### config.mk
export PLATFORM = sky130hd
export DESIGN_NAME = matrix_stream_loader
export DESIGN_NICKNAME = d
export VERILOG_FILES = /design/src/rtl/systolic_pkg.sv /design/src/rtl/matrix_capture.sv /design/src/rtl/matrix_stream_loader.sv
export SDC_FILE = /design/constraint.sdc
export NUM_CORES = 1
export LEC_CHECK = 0
export BUFFER_PORTS_ARGS = -buffer_cell sky130_fd_sc_hd__buf_2
export CAP_MARGIN = 20
export CORE_AREA = 2 2 136 271
export DETAILED_ROUTE_END_ITERATION = 6
export DIE_AREA = 0 0 138 273
export GPL_TIMING_DRIVEN = 0
export PLACE_DENSITY = 0.53
export SLEW_MARGIN = 20
export SYNTH_ARGS = -nofsm -noshare
export SYNTH_HDL_FRONTEND = slang
export SYNTH_SLANG_ARGS = --single-unit
### constraint.sdc
create_clock -name i_clk -period 5 [get_ports i_clk]
set_input_delay 1.25 -clock i_clk [delete_from_list [all_inputs] [get_ports i_clk]]
set_output_delay 1.25 -clock i_clk [all_outputs]
set_load 0.01 [all_outputs]
### src/rtl/systolic_pkg.sv
// systolic_pkg: shared types and constants for the 4x4 systolic array and its operand loader.
package systolic_pkg;

    localparam int N  = 4;
    localparam int W  = 8;
    localparam int IW = $clog2(N * N);

    typedef logic [N-1:0][N-1:0][W-1:0] mat_t;
    typedef logic [IW-1:0]              idx_t;

    typedef enum logic [1:0] {LOAD_A, LOAD_B, FIRE, WAIT} state_t;

    localparam idx_t LAST_IDX = idx_t'(N * N - 1);

endpackage

### src/rtl/matrix_capture.sv
// matrix_capture: N*N element register file written one element at a time by flat row-major index.
module matrix_capture
    import systolic_pkg::*;
(
    input  logic         i_clk,
    input  logic         i_arst_n,
    input  logic         i_we,
    input  idx_t         i_idx,
    input  logic [W-1:0] i_data,
    output mat_t         o_mat
);

    // Flat element k sits at packed offset k*W, which is exactly mat[k/N][k%N].
    logic [N*N-1:0][W-1:0] mem_q, mem_d;

    always_comb begin
        mem_d = mem_q;
        if (i_we) mem_d[i_idx] = i_data;
    end

    always_ff @(posedge i_clk or negedge i_arst_n) begin
        if (!i_arst_n) mem_q <= '0;
        else           mem_q <= mem_d;
    end

    assign o_mat = mem_q;

endmodule

### src/rtl/matrix_stream_loader.sv
// matrix_stream_loader: assembles A then B from a byte stream, launches both to the array,
// then holds off the stream until the array returns its result.
module matrix_stream_loader
    import systolic_pkg::*;
(
    input  logic         i_clk,
    input  logic         i_arst_n,
    input  logic [W-1:0] i_data,
    input  logic         i_valid,
    output logic         o_ready,
    output mat_t         o_a,
    output mat_t         o_b,
    output logic         o_validInput,
    input  logic         i_validResult,
    output logic         o_busy
);

    state_t state_q, state_d;
    idx_t   idx_q, idx_d;
    logic   ready_q, ready_d, fire_q, fire_d, busy_q, busy_d;
    logic   xfer, last;

    assign xfer = i_valid && ready_q;
    assign last = xfer && (idx_q == LAST_IDX);

    always_comb begin
        state_d = state_q;
        idx_d   = xfer ? idx_q + 1'b1 : idx_q;
        case (state_q)
            LOAD_A:  state_d = last ? LOAD_B : LOAD_A;
            LOAD_B:  state_d = last ? FIRE : LOAD_B;
            FIRE:    state_d = WAIT;
            WAIT:    state_d = i_validResult ? LOAD_A : WAIT;
            default: state_d = LOAD_A;
        endcase
        // Handshake outputs are registered from the next state so nothing depends on i_valid combinationally.
        ready_d = (state_d == LOAD_A) || (state_d == LOAD_B);
        fire_d  = (state_d == FIRE);
        busy_d  = (state_d == WAIT);
    end

    always_ff @(posedge i_clk or negedge i_arst_n) begin
        if (!i_arst_n) begin
            state_q <= LOAD_A;
            idx_q   <= '0;
            ready_q <= 1'b1;
            fire_q  <= 1'b0;
            busy_q  <= 1'b0;
        end else begin
            state_q <= state_d;
            idx_q   <= idx_d;
            ready_q <= ready_d;
            fire_q  <= fire_d;
            busy_q  <= busy_d;
        end
    end

    assign o_ready      = ready_q;
    assign o_validInput = fire_q;
    assign o_busy       = busy_q;

    matrix_capture u_cap_a (
        .i_clk    (i_clk),
        .i_arst_n (i_arst_n),
        .i_we     (xfer && (state_q == LOAD_A)),
        .i_idx    (idx_q),
        .i_data   (i_data),
        .o_mat    (o_a)
    );

    matrix_capture u_cap_b (
        .i_clk    (i_clk),
        .i_arst_n (i_arst_n),
        .i_we     (xfer && (state_q == LOAD_B)),
        .i_idx    (idx_q),
        .i_data   (i_data),
        .o_mat    (o_b)
    );

endmodule

==> run summary, run 1 <==
# Post-CTS Setup Buffers: 0
global routing usage on met2: 30.29%
Mapped Cells: 625
Seq/Total Area, Yosys: 62.96%
Slew @ Worst Pin: 0.8396 ns
RSZ-0062 raised after global routing: false
total track usage: 16.14%
Worst Path Buf+Inv: 1
Synth Flop Type: dfrtp_1
total CTS buffers: 26
Die W: 138 µm
Post-Syn Area per Cell: 16.85 µm²
Worst Path Max Fanout: 7
grt ovf: 0
gpl congestion: 0.7407
CP startpoint kind: flip-flop
Max Fclk: 0.3882 GHz
Max-slew headroom: 44.02%
Yosys warning count: 0
setup violators final: 0
HP Class: flip-flop to flip-flop
Period Utilization, post-route: 51.52%
initial core utilization: 29.62%
Synth Cell Area: 10530 µm²
clk_lat worst skew: 0.55 ns
global route hottest layer: met2
clk_skew: 0.01276 ns
top-area cell type share of the netlist area: 62.72%
Max Cap Viol: 0
die area: 37670 µm²
Routed WL: 30650 µm
Area growth syn-to-layout: 26.92%
CP Cell Sequence: buf_2
Slew Viols, Final: 0
Starting DRT DRC Count: 128
FP Rows: 98
Net Count, Synth: 641
Yosys cell types: 31
DRT Pass-1 Iters: 4
routed via count: 6335
WHS: 0.4982 ns
setup ws final: 2.424 ns
Core Util, Final: 37.60%
slowest stage delay, CP: 0.60 ns
Port Buffers: 270
Detail Route Antenna Nets: 0
Non-Filler Instances: 1392
hold-fix buffer count after cts: 0
LEAKAGE: 7.072 nW
run status: completed
Final Hold Violating Endpoints: 0
# resized after CTS: 0
Worst-path clk slew: 0.06 ns
post-synthesis sequential element count: 265
CTS tree: built
dominant cells by area after synthesis: dfrtp_1, mux2_2, nor2_8
first-pass GRT wire length: 46130 µm
via count of the first global-routing pass: 6871
drt drc: 0
# IOs: 271
clock root cell: clkbuf_16
crit path time final: 2.576 ns
clock sinks: 265
dpl hpwl: 22410 µm
vias per cell: 4.551
largest net degree at the start of global routing: 97
critical path type: flip-flop to output pin
initial antenna violation count: 1
met3 usage: 2.646%
CTS H-tree lvls: 1
Crit. End Element: output pin
fraction of layout cells with a size suffix above 1: 66.63%
global routing usage on met1: 17.47%
Die Height: 273 µm
Routed WL per cell: 22.02 µm
CP Data Arrival Time: 1.33 ns
async set-reset flop share out of synthesis: 100.0%
pwr dens: 639.0 nW/µm²
NumNets Final: 941
Crit-path slowest cell: dfstp_2
Worst IR Drop VDD: 353.5 µV
Critical Path RT: 3.75 ns
CORE AREA: 35560 µm²
Worst Setup Slack post-DPL: 2.330 ns
area leader, netlist: dfrtp_1
Cells after DPL: 1347
Post-synth EDFFs: 0
crit-path leading delay family: flip-flops
deepest clock path buffer count: 3
==> routing by layer <==
layer	up-vias	routed length, µm
li1	2789	-
met1	3283	11120
met2	204	16800
met3	59	1313
met4	0	1415
met5	-	0
==> synth_stat cells (2+ instances only) <==
cell and count:
nand2_1 2, nor2_4 10, nand3_1 3, buf_6 5
nand3b_2 7, nand3_2 11, ha_1 4, buf_4 3
dfrtp_1 264, and3_4 2, clkbuf_1 24, inv_1 2
mux2_4 14, mux2_2 243, xnor2_1 2, nor2_8 11
nor2_1 3, nor2b_1 2
==> layout by cell type, fill, tap and decap left out, drive strengths merged <==
master / Yosys / routed
nand3: 14 / 14
or2: 1 / 1
a21oi: 1 / 1
diode: 0 / 1
a21boi: 1 / 1
xnor2: 2 / 2
ha: 4 / 4
nand3b: 8 / 8
and4bb: 1 / 1
clkbuf: 24 / 60
nand2: 2 / 2
nand4bb: 1 / 1
and3: 2 / 2
nor2b: 2 / 2
nor2: 25 / 25
dfstp: 1 / 1
xor2: 1 / 1
clkinvlp: 0 / 2
bufinv: 0 / 1
clkinv: 0 / 5
dfrtp: 264 / 264
inv: 2 / 2
buf: 10 / 282
nand4b: 1 / 1
and4b: 1 / 1
mux2: 257 / 257
==> flip-flops by register name, summed over array words and instances (netlist names) <==
name           count
u_cap_a.o_mat    128
o_ready            1
u_cap_b.o_mat    128
o_validInput       1
idx_q              4
o_busy             1
state_q            2
==> power by group <==
part	internal (W)	total (W)	switching (W)	leakage (nW)
Clock	0.00112	0.00197	0.000847	0.417
Sequential	0.00306	0.00352	0.000458	3.47
Combinational	0.00148	0.00306	0.00158	3.18
Total	0.00566	0.00854	0.00288	7.07
==> final timing paths <==
| path | from | end | slack (ns) | cells past startpoint |
|---|---|---|---|---|
| setup / recovery | o_ready | o_ready | 2.42 | 1 |
| min in group asynchronous | i_arst_n | u_cap_b.o_mat[56] | 0.70 | 1 |
| hold / removal | u_cap_b.o_mat[12] | u_cap_b.o_mat[12] | 0.50 | 1 |
| max in group asynchronous | i_arst_n | u_cap_a.o_mat[54] | 3.33 | 2 |
| setup reg to reg | idx_q[1] | u_cap_b.o_mat[111] | 3.03 | 5 |
| hold reg to reg | u_cap_b.o_mat[12] | u_cap_b.o_mat[12] | 0.50 | 1 |
==> through the flow <==
step	power, W	instance area [µm²]	setup TNS (ns)
6_report	0.008542	13370	0
5_1_grt	0.009035	13370	0
4_1_cts	0.008713	13370	0
3_5_place_dp	0.006685	12510	0
3_3_place_gp	0.006619	12450	-610.83
2_1_floorplan	0.005249	10530	0
==> area by class of cell <==
cell class,count,area (µm²)
Antenna cell,1,2.502
Buffer,34,188.9
Clock buffer,36,768.2
Timing Repair Buffer,272,1416
Sequential cell,265,6633
Fill cell,3469,22190
Inverter,2,7.507
Tap cell,450,563.0
Multi-Input combinational cell,324,3705
Clock inverter,8,85.08
==> cell families after synthesis <==
logic type	after synthesis	synth area share (%)
flip-flops	265	62.96
buffers and inverters	36	1.865
adder cells (fa/ha/maj)	4	0.4751
AO/OA/AOI/OAI	2	0.1188
AND/OR/NAND/NOR	58	6.355
XOR/XNOR	3	0.2495
multiplexers	257	27.97
Note: power is estimated with default switching activity, not from simulation.
==> inputs of run 2 (changes only) <==
--- a/config.mk
+++ b/config.mk
@@ -11,7 +11,7 @@
 export DETAILED_ROUTE_END_ITERATION = 6
 export DIE_AREA = 0 0 138 273
 export GPL_TIMING_DRIVEN = 0
-export PLACE_DENSITY = 0.53
+export PLACE_DENSITY = 0.54
 export SLEW_MARGIN = 20
 export SYNTH_ARGS = -nofsm -noshare
 export SYNTH_HDL_FRONTEND = slang
==> constraint.sdc (replaced) <==
create_clock -name i_clk -period 2.15 [get_ports i_clk]
set_input_delay 0.5375 -clock i_clk [delete_from_list [all_inputs] [get_ports i_clk]]
set_output_delay 0.5375 -clock i_clk [all_outputs]
set_load 0.01 [all_outputs]
==> run summary, run 2 (synthesized netlist as in run 1, its figures left out) <==
setup violators final: 0
antenna cells: 0
run status: completed
dpl hpwl: 22500 µm
CORE AREA: 35560 µm²
Cells after DPL: 1347
Period Utilization, post-route: 92.87%
total CTS buffers: 26
Crit-path slowest cell: dfrtp_1
Slew @ Worst Pin: 0.8613 ns
vias per cell: 4.574
Starting DRT DRC Count: 155
gpl congestion: 0.7496
crit path time final: 1.997 ns
pwr dens: 1493 nW/µm²
M1 WL: 11160 µm
die area: 37670 µm²
HP Class: input pin to flip-flop
Port Buffers: 270
footprint of the multi-input gates: 3705 µm²
Routed WL per cell: 22.42 µm
DRT Pass-1 Iters: 4
commonest non-fill, non-tap cell in the layout: buf_2
initial antenna violation count: 0
Max Used Layer: met4
Detail Route Antenna Nets: 0
CP startpoint kind: flip-flop
routed via count: 6372
grt ovf: 0
Final Hold Violating Endpoints: 0
largest net degree at the start of global routing: 95
Filler cells: 3457
Worst Setup Slack post-DPL: 0.1497 ns
Critical Path RT: 2.57 ns
# resized after CTS: 0
Area growth syn-to-layout: 27.13%
CTS H-tree lvls: 1
Non-Filler Instances: 1393
LEAKAGE: 7.079 nW
CP Cell Sequence: ha_1 -> buf_2 -> nand3_1 -> nor2_1 -> buf_4 -> mux2_2
Worst Path Buf+Inv: 2
Worst Path Max Fanout: 10
setup ws final: 0.1534 ns
post-route setup TNS: 0 ns
Max Cap Viol: 0
RSZ-0062 raised after global routing: false
most frequent cells in the layout: buf_2, dfrtp_1, mux2_2
Max Fclk: 0.5009 GHz
CTS tree: built
register cell area after layout: 6633 µm²
critical path type: flip-flop to flip-flop
clock sinks: 265
Max-slew headroom: 42.58%
via count of the first global-routing pass: 6975
Crit. End Element: flip-flop
Worst-path clk slew: 0.06 ns
Die Height: 273 µm
NumNets Final: 942
drt drc: 0
CP Data Arrival Time: 2.42 ns
Slew Viols, Final: 0
Routed WL: 31230 µm
fraction of layout cells with a size suffix above 1: 66.49%
Worst IR Drop VDD: 725.1 µV
met2 wire length: 17490 µm
clk_skew: 0.01166 ns
deepest clock path buffer count: 3
FP Rows: 98
Die W: 138 µm
metal3 WL: 1287 µm
initial core utilization: 29.62%
crit-path leading delay family: simple AND/OR/NAND/NOR gates
clock root cell: clkbuf_16
total track usage: 16.32%
clk_lat worst skew: 0.54 ns
# IOs: 271
slowest stage delay, CP: 0.43 ns
first-pass GRT wire length: 46260 µm
[run 2: what timing repair did]
item,in CTS,in global routing
hold buffers,1,0
hold endpoints to repair,3,0
setup buffers,0,0
[run 2: path summary, 6_finish.rpt]
kind,startpoint,endpoint,slack (ns),cells after the start
max reg2reg,idx_q[0],u_cap_b.o_mat[123],0.15,6
min,i_validResult,o_busy,0.30,2
max,idx_q[0],u_cap_b.o_mat[123],0.15,6
min in group asynchronous,i_arst_n,u_cap_b.o_mat[61],0.60,2
max in group asynchronous,i_arst_n,u_cap_a.o_mat[32],0.62,3
min reg2reg,u_cap_a.o_mat[14],u_cap_a.o_mat[14],0.50,1
[run 2: power breakdown]
part / switching (W) / internal, W / leakage, nW / total [W]
combinational: 0.00371 / 0.00344 / 3.19 / 0.00715
sequential: 0.00105 / 0.00711 / 3.47 / 0.00816
clock: 0.00199 / 0.00268 / 0.421 / 0.00467
total: 0.00675 / 0.0132 / 7.08 / 0.0200
[run 2: per-stage QoR]
stage / utilization [%] / total power, W / instance area [µm²] / hold WS (ns)
after global placement: 35.01 / 0.01536 / 12450 / 0.4824
after detailed placement: 35.19 / 0.01556 / 12510 / 0.4874
after CTS: 37.66 / 0.02034 / 13390 / 0.2700
final: 37.66 / 0.01999 / 13390 / 0.3029
after global routing: 37.66 / 0.02111 / 13390 / 0.3000
after floorplan: - / 0.01221 / 10530 / 0.2419
[run 2: worst register-to-register path, stage by stage (launching register included)]
cell	delay, ns
dfrtp_1	0.43
ha_1	0.18
buf_2	0.21
nand3_1	0.27
nor2_1	0.23
buf_4	0.22
mux2_2	0.35
[run 2: per-layer routing]
| metal | vias to the layer above | global-route usage, % |
|---|---|---|
| li1 | 2799 | - |
| met1 | 3315 | 17.02 |
| met2 | 197 | 31.94 |
| met3 | 61 | 2.366 |
| met4 | 0 | 7.250 |
| met5 | - | 0 |
[run 2: area by class of cell]
cell class	instances	share of cell area (%)
buffer	34	1.411
sequential	265	49.53
tap	450	4.204
clock inverter	11	0.9437
clock buffer	34	5.541
multi-input combinational	324	27.67
timing repair buffer	273	10.65
inverter	2	0.05606
